### config.mk
export PLATFORM = sky130hd
export DESIGN_NAME = mem_port_arbiter
export DESIGN_NICKNAME = d
export VERILOG_FILES = /design/src/rtl/mem_port_arbiter.sv
export SDC_FILE = /design/constraint.sdc
export NUM_CORES = 1
export LEC_CHECK = 0
export CAP_MARGIN = 0
export CORE_AREA = 2 2 96 98
export DETAILED_ROUTE_END_ITERATION = 7
export DIE_AREA = 0 0 98 100
export DONT_BUFFER_PORTS = 1
export GPL_TIMING_DRIVEN = 0
export PLACE_DENSITY = 0.35
export SETUP_SLACK_MARGIN = 0.2
export SYNTH_ARGS = -nofsm -noshare
export SYNTH_HDL_FRONTEND = slang
export SYNTH_SLANG_ARGS = --single-unit
### constraint.sdc
create_clock -name i_clk -period 1.8 [get_ports i_clk]
set_clock_uncertainty 0.15 [all_clocks]
set_input_delay 0.27 -clock i_clk [delete_from_list [all_inputs] [get_ports i_clk]]
set_output_delay 0.27 -clock i_clk [all_outputs]
set_load 0.02 [all_outputs]
### src/rtl/mem_port_arbiter.sv
// Round-robin arbiter sharing one single-port synchronous data memory between
// the load unit (port 0) and the store unit (port 1); read data returns one cycle after grant.
module mem_port_arbiter #(
    parameter int ADDR_W = 10,
    parameter int DATA_W = 32
) (
    input  logic                i_clk,
    input  logic                i_rst,

    input  logic                req0,
    input  logic                we0,
    input  logic [ADDR_W-1:0]   addr0,
    input  logic [DATA_W-1:0]   wdata0,
    input  logic [DATA_W/8-1:0] wstrb0,
    output logic                gnt0,
    output logic                rvalid0,
    output logic [DATA_W-1:0]   rdata0,

    input  logic                req1,
    input  logic                we1,
    input  logic [ADDR_W-1:0]   addr1,
    input  logic [DATA_W-1:0]   wdata1,
    input  logic [DATA_W/8-1:0] wstrb1,
    output logic                gnt1,
    output logic                rvalid1,
    output logic [DATA_W-1:0]   rdata1,

    output logic                mem_rw_mode,
    output logic [ADDR_W-1:0]   mem_addr,
    output logic [DATA_W-1:0]   mem_wdata,
    output logic [DATA_W/8-1:0] mem_wstrb,
    output logic                mem_en,
    input  logic [DATA_W-1:0]   mem_rdata
);

    // prio names the port that wins the next contended cycle
    logic prio;
    logic rd_pend;
    logic rd_owner;

    always_comb begin
        gnt0 = 1'b0;
        gnt1 = 1'b0;
        if (!i_rst) begin
            if (req0 && (!req1 || !prio)) begin
                gnt0 = 1'b1;
            end else if (req1) begin
                gnt1 = 1'b1;
            end
        end
    end

    // Winner's request is steered straight to the memory macro in the grant cycle
    always_comb begin
        mem_en      = 1'b0;
        mem_rw_mode = 1'b0;
        mem_addr    = '0;
        mem_wdata   = '0;
        mem_wstrb   = '0;
        if (gnt0) begin
            mem_en      = 1'b1;
            mem_rw_mode = we0;
            mem_addr    = addr0;
            mem_wdata   = wdata0;
            mem_wstrb   = we0 ? wstrb0 : '0;
        end else if (gnt1) begin
            mem_en      = 1'b1;
            mem_rw_mode = we1;
            mem_addr    = addr1;
            mem_wdata   = wdata1;
            mem_wstrb   = we1 ? wstrb1 : '0;
        end
    end

    // ---- grant stage -> read-return stage ----
    always_ff @(posedge i_clk) begin
        if (i_rst) begin
            prio     <= 1'b0;
            rd_pend  <= 1'b0;
            rd_owner <= 1'b0;
        end else begin
            if (gnt0) begin
                prio <= 1'b1;
            end else if (gnt1) begin
                prio <= 1'b0;
            end
            rd_pend <= mem_en && !mem_rw_mode;
            if (mem_en && !mem_rw_mode) begin
                rd_owner <= gnt1;
            end
        end
    end

    // A read in flight when reset arrives never surfaces
    always_comb begin
        rvalid0 = rd_pend && !rd_owner && !i_rst;
        rvalid1 = rd_pend &&  rd_owner && !i_rst;
        rdata0  = rvalid0 ? mem_rdata : '0;
        rdata1  = rvalid1 ? mem_rdata : '0;
    end

endmodule

# Yosys cells after proc, flatten, opt, wreduce, memory -nomap -nowiden
# Cells that the tools add are included.
# word_totals
reg_bits	3
latchBits	0
ram_bits	0
romBits	0
input_bits	130
output_inout_bits	116
word_cells	37
memories	0
# op_classes
addsub	0
n_mul	0
n_div	0
magnitude_cmp	0
n_eq_ne	0
n_shift	0
mux	21
n_bitwise	0
n_reduce_logical	13
# ops
operator	n
2-to-1 mux 32 bit	4
2-to-1 mux 10 bit	2
2-to-1 mux 4 bit	4
2-to-1 mux 1 bit	11
logical AND 1 bit	6
zero test 1 bit	5
nonzero test 2 bit	1
logical OR 1 bit	1

# Depth between registers and ports, before layout
# Gate-level depths: netlist (run 1).
# depth
ltp_word	9
depth_mapped	5
ltp_nobuf	3

# Worst setup path before layout (run 1)
# Ideal clock, no wire load.
# synth_path
path_kind	register to output
startpoint	reg rd_owner
endpoint	out rdata0[22]
t_arrival_ns	1.219
t_required_ns	1.380
slack_ns	0.161
path_stages_with_launch	4
path_buffers	1
cell_sequence	dfxtp_1 nor3b_2 clkbuf_1 and2_1
# synth_via
elab_chain_cells	4
# synth_rtl
item	line	rtl
from (decl)	39	logic rd_owner;
from (signal assigned)	89	rd_owner <= gnt1;
zero test 1 bit	96	rvalid0 = rd_pend && !rd_owner && !i_rst;
logical AND 1 bit (2 in series)	96	
net rvalid0	16	output logic rvalid0,
2-to-1 mux 32 bit	98	rdata0 = rvalid0 ? mem_rdata : '0;
to (decl)	17	output logic [DATA_W-1:0] rdata0,
# The timed path passes the listed nets, and every way through them passes these cells.

# Worst setup path in the final report (run 1)
# layout_path
startpoint	reg prio
endpoint	out mem_wdata[22]
# layout_via
elab_chain_cells	7
word_cells_on_any_way	9
cone_classes	6 x mux; 3 x reduce/logical
# layout_rtl
item	line	rtl
from (decl)	37	logic prio;
from (signal assigned)	78	prio <= 1'b0;
from (signal assigned)	83	prio <= 1'b1;
from (signal assigned)	85	prio <= 1'b0;
zero test 1 bit (*)	45	if (req0 && (!req1 || !prio)) begin
logical OR 1 bit (*)	45	
logical AND 1 bit (*)	45	
2-to-1 mux 1 bit	45	
2-to-1 mux 1 bit	44	if (!i_rst) begin
2-to-1 mux 32 bit	66	end else if (gnt1) begin
2-to-1 mux 32 bit (*)	60	if (gnt0) begin
to (decl)	30	output logic [DATA_W-1:0] mem_wdata,
# Every way passes the cells marked *; elsewhere a longest branch is shown, timed or not.

==> results of run 1 <==
[per-stage QoR]
step           setup TNS, ns  power, µW  cells
2_1_floorplan              0        356    147
3_3_place_gp           -1.37        388    258
3_5_place_dp           -1.51        387    258
4_1_cts               -0.847        735    273
5_1_grt                -2.74        774    276
6_report              -0.617        738    276
[synth_stat cells (all sizes together), types with 2 or more instances]
cell type,number
and2,65
a32o,4
dfxtp,3
nor2b,3
buf,10
a22o,42
clkbuf,6
nor2,3
nor3b,2
[layout make-up]
| cell class | count | area [µm²] | area share |
|---|---|---|---|
| multi-input cells | 128 | 1500 | 0.703 |
| plain buffers | 16 | 240 | 0.112 |
| repair buffers | 14 | 146 | 0.0685 |
| well taps | 111 | 139 | 0.0650 |
| flip-flops and latches | 3 | 65.1 | 0.0304 |
| clock buffers | 4 | 45.0 | 0.0211 |
[metal layers]
metal / track usage / vias to the layer above
met2: 0.163 / 120
met5: 0 / -
met4: 0.0449 / 0
li1: - / 572
met3: 0.0272 / 4
met1: 0.0955 / 653
[logic make-up after synthesis]
group,Yosys count,synth area share
DFF,3,0.0544
buffers and inverters,16,0.0997
AOI/OAI and AO/OA,50,0.395
and+or+nand+nor,77,0.441
muxes,1,0.0102
[how the worst min path moves through the flow]
stage	start	endpoint	slack, ns
2_1_floorplan	i_rst	rd_pend	0.19
6_report	req0	prio	0.02
4_1_cts	req0	prio	0.02
3_3_place_gp	i_rst	rd_pend	0.20
3_5_place_dp	i_rst	rd_pend	0.20
5_1_grt	req0	prio	0.02
[registers in the layout (all words and copies together) (netlist names)]
register,flops
rd_pend,1
prio,1
rd_owner,1
[where the power goes]
part,leakage [µW],internal [µW],switching [µW]
clock,0.0000228,151,40.9
sequential,0.0000258,71.8,5.11
combinational,0.000955,228,242
[repair_timing]
action	4_1_cts	5_1_grt
pin swaps	56	22
setup endpoints to repair	111	113
gates resized for setup	219	19
hold buffers	1	0
buffers inserted	6	1
endpoints found under the hold margin	1	0
gates cloned	4	2
==> flow_metrics.env, run 1 <==
export IMPL_status="finished, violations left"
export IMPL_violations="setup timing"
export IMPL_crit_path_end="mem_wdata[22]"
export IMPL_place_gp_congestion=0.719
export IMPL_drt_iter0_markers=26
export IMPL_dr_wl_met3_um=533
export IMPL_r2r_setup_slack_ns=0.30
export IMPL_postRouteAntennaNets=0
export IMPL_critPathMaxFanout=10
export IMPL_hp_class="in2reg"
export IMPL_arrival_ns=1.44
export IMPL_setup_ws_ns=-0.0607
export IMPL_end_kind="output port"
export IMPL_post_drt_via_cell_ratio=4.89
export IMPL_min_delay_path_depth=1
export IMPL_initial_utilization=0.124
export IMPL_dp_slack_ns=-0.0912
export IMPL_avgSynthCellArea_um2=7.52
export IMPL_final_common_cell="and2_4"
export IMPL_grt_pass1_vias=1347
export IMPL_drv_slew=0
export IMPL_cts_buffers=3
export IMPL_coreArea_um2=8890
export IMPL_dieHeight_um=100
export IMPL_tightest_slew_ns=0.407
export IMPL_r2r_start="prio"
export IMPL_die_w_um=98
export IMPL_htreeDepth=1
export IMPL_worst_setup_path_type="reg2out"
export IMPL_clock_path_buffers=2
export IMPL_overflow=0
export IMPL_crit_start="prio"
export IMPL_io_pins=246
export IMPL_ctsRootBufferMaster="clkbuf_8"
export IMPL_drive_above_1_share=0.921
export IMPL_gr_usage_all_layers=0.0902
export IMPL_path_clk_slew_ns=0.03
export IMPL_finalHoldViolCount=0
export IMPL_ys_top_cells_by_area="and2_1 (37%), a22o_1 (33%), buf_6 (6.1%), dfxtp_1 (5.4%), a32o_1 (3.6%)"
export IMPL_r2r_end="rd_owner"
export IMPL_cts_tree="built"
export IMPL_final_cell_mix="and2_4 (65), a22o_4 (42), buf_6 (9), buf_8 (9), buf_4 (6)"
export IMPL_grt_start_max_net_pins=11
export IMPL_portBuffers=0
export IMPL_max_slew_margin_rel=0.727
export IMPL_wl_met2_um=2920
export IMPL_synth_edf_count=0
export IMPL_met1_length_um=1710
export IMPL_rsz0062_at_grt="true"
export IMPL_place_detailed_hpwl_um=3780
export IMPL_p_per_area_nw_per_um2=345
export IMPL_core_rowCount=35
export IMPL_yosysTopAreaCell="and2_1"
export IMPL_syn_area_um2=1100
export IMPL_finish_utilization=0.241
export IMPL_ys_async_sr_fraction=0
export IMPL_via_count=1349
export IMPL_synthToLayoutAreaGrowth_pct=93.5
export IMPL_fin_crit_sh=1.03
export IMPL_synth_top_cell_area_share=0.368
export IMPL_startpoint_type="register"
export IMPL_nNetsFinal=296
export IMPL_worstPathRequired_ns=1.38
export IMPL_vdd_drop_max_mv=0.127
export IMPL_ys_seq_area_frac=0.0544
export IMPL_drt_first_pass_iters=4
export IMPL_max_freq_mhz=537
export IMPL_cap_viol_max_count=0
export IMPL_grt_pass1_wl_um=6980
export IMPL_path_delay_family="buffers and inverters"
export IMPL_yosys_warnings=0
export IMPL_syn_nets=277
export IMPL_slowest_delay_ns=0.35
export IMPL_wl_per_cell_um=19.1
export IMPL_diodes=0
export IMPL_crit_chain="nor2b_4, nor3b_4, buf_6, buf_8, buf_12, a22o_4"
export IMPL_setup_violations=13
export IMPL_totalWireLength_um=5260
export IMPL_top_layer="met4"
export IMPL_synth_ff_type="dfxtp_1"
export IMPL_path_depth=6
export IMPL_yosys_register_bits=3
export IMPL_final_cell_area_um2=2140
export IMPL_worstSkewPairLatency_ns=0.21
export IMPL_crit_slowest_cell="dfxtp_4"
export IMPL_die_area_um2=9800
export IMPL_leakage_uw=0.00100
export IMPL_reg2reg_depth=6
export IMPL_placed_cell_area_um2=1270
export IMPL_drc=0
export IMPL_hold_ws_ns=0.0176
export IMPL_worst_path_buf_inv=3
export IMPL_filler_cell_count=943
export IMPL_postSynthCellCount=147
export IMPL_synthDistinctLibCells=19
export IMPL_cts_sinks=3
export IMPL_min_period_ns=1.86
export IMPL_antenna_found_initial=0
No activity file was read; power rests on OpenSTA's default activity.
==> inputs of run 2 (changes only) <==
Settings changed: ABC_AREA set to 1.
==> flow_metrics.env, run 2 <==
export IMPL_setup_violations=62
export IMPL_hp_class="in2reg"
export IMPL_p_per_area_nw_per_um2=361
export IMPL_diodes=0
export IMPL_place_gp_congestion=0.804
export IMPL_rsz0062_at_grt="true"
export IMPL_cts_sinks=3
export IMPL_yosys_register_bits=3
export IMPL_grt_pass1_vias=1532
export IMPL_drt_iter0_markers=21
export IMPL_worst_setup_path_type="reg2out"
export IMPL_status="finished, violations left"
export IMPL_dieHeight_um=100
export IMPL_drive_above_1_share=0.779
export IMPL_setup_ws_ns=-0.0903
export IMPL_avgSynthCellArea_um2=5.83
export IMPL_tightest_slew_ns=0.391
export IMPL_ys_seq_area_frac=0.0536
export IMPL_io_pins=246
export IMPL_antenna_found_initial=0
export IMPL_cap_viol_max_count=0
export IMPL_wl_per_cell_um=19.9
export IMPL_nNetsFinal=348
export IMPL_totalWireLength_um=6520
export IMPL_die_w_um=98
export IMPL_synth_ff_type="dfxtp_1"
export IMPL_core_rowCount=35
export IMPL_ys_async_sr_fraction=0
export IMPL_clock_path_buffers=2
export IMPL_final_common_cell="nor2_4"
export IMPL_vdd_drop_max_mv=0.190
export IMPL_drv_slew=0
export IMPL_netlist_top_cells_count="nor2_1 (65), a22o_1 (45), inv_1 (40), buf_6 (11), nand2_1 (9)"
export IMPL_postSynthCellCount=192
export IMPL_fin_crit_sh=1.05
export IMPL_arrival_ns=1.47
export IMPL_violations="setup timing"
export IMPL_die_area_um2=9800
export IMPL_coreArea_um2=8890
export IMPL_r2r_setup_slack_ns=0.40
export IMPL_synthToLayoutAreaGrowth_pct=144
export IMPL_power_uw=984
export IMPL_grt_pass1_wl_um=9090
export IMPL_overflow=0
export IMPL_postRouteAntennaNets=0
export IMPL_finalHoldViolCount=0
export IMPL_syn_nets=322
export IMPL_placed_cell_area_um2=1360
export IMPL_drt_first_pass_iters=4
export IMPL_ys_top_cells_by_area="a22o_1 (35%), nor2_1 (22%), inv_1 (13%), buf_6 (11%), dfxtp_1 (5.4%)"
export IMPL_worstPathRequired_ns=1.38
export IMPL_min_period_ns=1.89
export IMPL_reg_top3="prio (1), rd_owner (1), rd_pend (1)"
export IMPL_startpoint_type="register"
export IMPL_ctsRootBufferMaster="clkbuf_8"
export IMPL_via_count=1558
export IMPL_place_detailed_hpwl_um=4800
export IMPL_syn_area_um2=1120
export IMPL_critPathMaxFanout=6
export IMPL_yosysMostFrequentCell="nor2_1"
export IMPL_yosysTopAreaCell="a22o_1"
export IMPL_synthDistinctLibCells=16
export IMPL_cts_buffers=3
export IMPL_initial_utilization=0.126
export IMPL_synth_edf_count=0
export IMPL_final_cell_mix="nor2_4 (63), a22o_4 (45), inv_1 (35)"
export IMPL_grt_start_max_net_pins=11
export IMPL_worstSkewPairLatency_ns=0.21
export IMPL_leakage_uw=0.00119
export IMPL_drc=0
export IMPL_yosys_warnings=0
export IMPL_post_drt_via_cell_ratio=4.75
export IMPL_max_freq_mhz=529
export IMPL_cts_tree="built"
export IMPL_synth_top_cell_area_share=0.352
export IMPL_htreeDepth=1
export IMPL_end_kind="output port"
export IMPL_final_cell_area_um2=2730
export IMPL_gr_usage_all_layers=0.119
export IMPL_path_clk_slew_ns=0.03
export IMPL_portBuffers=0
export IMPL_max_slew_margin_rel=0.738
[run 2: cell types whose count changed after synthesis, moves of 4 or more]
| cell | change |
|---|---|
| nor2_1 | +62 |
| buf_6 | +5 |
| clkbuf_1 | -6 |
| inv_1 | +40 |
| a32o_1 | -4 |
| nand2_1 | +8 |
| and2_1 | -65 |
[run 2: metal layers]
metal | global-route usage | wire (µm) | up-vias
li1 | - | - | 677
met1 | 0.114 | 1960 | 733
met2 | 0.255 | 3920 | 148
met3 | 0.0292 | 641 | 0
met4 | 0.0160 | 0 | 0
met5 | 0 | 0 | -
[run 2: logic make-up after synthesis]
family	after synthesis	share of synthesized area
AOI/OAI and AO/OA	46	0.356
buffers and inverters	59	0.279
DFF	3	0.0536
and+or+nand+nor	84	0.311
[run 2: final timing paths]
check	startpoint	endpoint	depth (start not counted)
worst max register to register	prio	rd_owner	8
worst min-delay path	i_rst	rd_owner	3
worst max-delay path	rd_owner	rdata1[10]	5
worst min register to register	prio	prio	2
[run 2: power by group]
part / internal (µW) / switching, µW
Combinational: 289 / 422
Sequential: 74.1 / 4.87
Clock: 151 / 43.2
Total: 514 / 470
[run 2: layout make-up]
| type | instances | area (µm²) |
|---|---|---|
| timing repair inverter | 1 | 16.3 |
| multi-input combinational | 130 | 1710 |
| sequential | 3 | 62.6 |
| fill | 883 | 6160 |
| tap | 111 | 139 |
| clock buffer | 4 | 45.0 |
| timing repair buffer | 20 | 305 |
| inverter | 45 | 199 |
| buffer | 14 | 256 |
[run 2: per-stage QoR]
step	cells	TNS [ns]	setup slack, ns	hold WS (ns)	utilization
final	328	-3.52	-0.0903	0.0744	0.307
after CTS	326	-5.95	-0.116	0.0650	0.296
after floorplan	192	0	0.156	0.189	-
after global placement	303	-0.0233	-0.0233	0.191	0.153
after global routing	328	-6.26	-0.137	0.0818	0.307
after detailed placement	303	-0.0432	-0.0248	0.196	0.153
[run 2: timing repair]
item	CTS	global route
hold endpoints to repair	1	0
buffers inserted	12	1
hold buffers	1	0
endpoints found under the setup margin	112	112
resized for setup	208	16
pin swaps	15	12
gates cloned	6	1
[run 2: critical path, cell delays in order, from the launching register on]
cell,delay (ns)
dfxtp_2,0.34
inv_2,0.05
nor3_4,0.34
inv_4,0.15
buf_12,0.18
nor2_4,0.19
==> inputs of run 3 (changes only) <==
Settings changed: CELL_PAD_IN_SITES_DETAIL_PLACEMENT set to 1, CELL_PAD_IN_SITES_GLOBAL_PLACEMENT set to 2, PLACE_DENSITY 0.35 to 0.62.
==> flow_metrics.env, run 3 (synthesis results as in run 2) <==
export IMPL_crit_slowest_cell="nor3_4"
export IMPL_coreArea_um2=8890
export IMPL_multi_input_area_um2=1710
export IMPL_final_cell_mix="nor2_4 (64), a22o_4 (45), inv_1 (35)"
export IMPL_violations="setup timing"
export IMPL_io_pins=246
export IMPL_min_period_ns=1.95
export IMPL_wl_per_cell_um=22.0
export IMPL_portBuffers=0
export IMPL_p_per_area_nw_per_um2=364
export IMPL_hold_ws_ns=0.0733
export IMPL_status="finished, violations left"
export IMPL_diodes=0
export IMPL_worstSkewPairLatency_ns=0.22
export IMPL_die_w_um=98
export IMPL_crit_chain="inv_2, nor3_4, inv_4, buf_12, nor2_4"
export IMPL_worstPathRequired_ns=1.38
export IMPL_htreeDepth=1
export IMPL_path_clk_slew_ns=0.03
export IMPL_totalWireLength_um=7210
export IMPL_final_cells=328
export IMPL_overflow=0
export IMPL_fin_tns_setup_ns=-4.98
export IMPL_leakage_uw=0.00117
export IMPL_critPathMaxFanout=7
export IMPL_die_area_um2=9800
export IMPL_drt_first_pass_iters=2
export IMPL_regArea_um2=62.6
export IMPL_dieHeight_um=100
export IMPL_placed_cells=303
export IMPL_startpoint_type="register"
export IMPL_filler_cell_count=973
export IMPL_finalHoldViolCount=0
export IMPL_cap_viol_max_count=0
export IMPL_place_detailed_hpwl_um=5420
export IMPL_final_common_cell="nor2_4"
export IMPL_postRouteAntennaNets=0
export IMPL_grt_start_max_net_pins=11
export IMPL_synthToLayoutAreaGrowth_pct=139
export IMPL_cts_buffers=3
export IMPL_via_count=1554
export IMPL_grt_pass1_wl_um=10100
export IMPL_nNetsFinal=348
export IMPL_drt_iter0_markers=5
export IMPL_arrival_ns=1.53
export IMPL_post_drt_via_cell_ratio=4.74
export IMPL_clock_path_buffers=2
export IMPL_slowest_delay_ns=0.36
export IMPL_tightest_slew_ns=0.392
export IMPL_gr_usage_all_layers=0.134
export IMPL_drv_slew=0
export IMPL_fin_crit_sh=1.08
export IMPL_max_freq_mhz=513
export IMPL_grt_pass1_vias=1623
export IMPL_vdd_drop_max_mv=0.135
export IMPL_cts_sinks=3
export IMPL_setup_ws_ns=-0.148
export IMPL_ctsRootBufferMaster="clkbuf_8"
export IMPL_setup_violations=64
export IMPL_drc=0
export IMPL_max_slew_margin_rel=0.738
export IMPL_antenna_found_initial=0
export IMPL_drive_above_1_share=0.783
export IMPL_end_kind="output port"
export IMPL_place_gp_congestion=0.882
export IMPL_initial_utilization=0.126
export IMPL_hp_class="in2reg"
export IMPL_core_rowCount=35
export IMPL_worst_setup_path_type="reg2out"
export IMPL_rsz0062_at_grt="true"
export IMPL_reg_top3="prio (1), rd_owner (1), rd_pend (1)"
export IMPL_cts_tree="built"
==> run 3: cell types whose count changed in the layout (fill, tap and decap cells not counted) <==
cell,before,now
nor2_4,63,64
inv_8,1,2
buf_12,12,7
nor2_1,2,1
inv_12,2,0
inv_2,4,5
buf_16,4,5
clkbuf_16,1,0
buf_8,4,3
buf_6,7,13
==> run 3: path summary, 6_finish.rpt <==
| check | startpoint | to | slack (ns) | cells after the start |
|---|---|---|---|---|
| max | rd_owner | rdata1[5] | -0.15 | 5 |
| min | i_rst | rd_owner | 0.07 | 3 |
| max reg2reg | prio | rd_owner | 0.45 | 8 |
| min reg2reg | prio | prio | 0.33 | 2 |
==> run 3: per-stage QoR <==
| step | worst slack [ns] | utilization | instance area, µm² | total power (µW) |
|---|---|---|---|---|
| after floorplan | 0.156 | - | 1220 | 438 |
| after global placement | -0.0506 | 0.153 | 1360 | 489 |
| after detailed placement | -0.0496 | 0.153 | 1360 | 489 |
| after CTS | -0.191 | 0.299 | 2660 | 981 |
| after global routing | -0.237 | 0.301 | 2670 | 1020 |
| final | -0.148 | 0.301 | 2670 | 974 |
==> run 3: final cells by class <==
cell class,count,share of cell area
clock buffers,4,0.0168
repair inverters,1,0.00421
flip-flops and latches,3,0.0234
multi-input cells,130,0.641
well taps,111,0.0519
plain buffers,14,0.0861
inverters,45,0.0697
repair buffers,20,0.107
==> run 3: metal layers <==
metal | vias up | wire (µm) | global-route usage
li1 | 678 | - | -
met1 | 723 | 1960 | 0.113
met2 | 149 | 4410 | 0.292
met3 | 4 | 800 | 0.0474
met4 | 0 | 44 | 0.0256
met5 | - | 0 | 0
==> run 3: where the power goes <==
group	switching (µW)	total (µW)	internal [µW]
logic	421	698	276
registers	5.07	79.2	74.1
clock network	45.3	196	151
total	472	974	502
==> run 3: repair_timing <==
item	4_1_cts	5_1_grt
hold buffers	1	0
gates resized for setup	225	4
endpoints found under the setup margin	111	110
cloned	8	0
buffers inserted	10	2
pin swaps	25	19
hold endpoints to repair	1	0
==> run 3: critical path, delay by kind of cell, from the launching register on <==
family	cells	cell delay [ns]
buffers and inverters	3	0.42
and+or+nand+nor	2	0.55
DFF	1	0.34
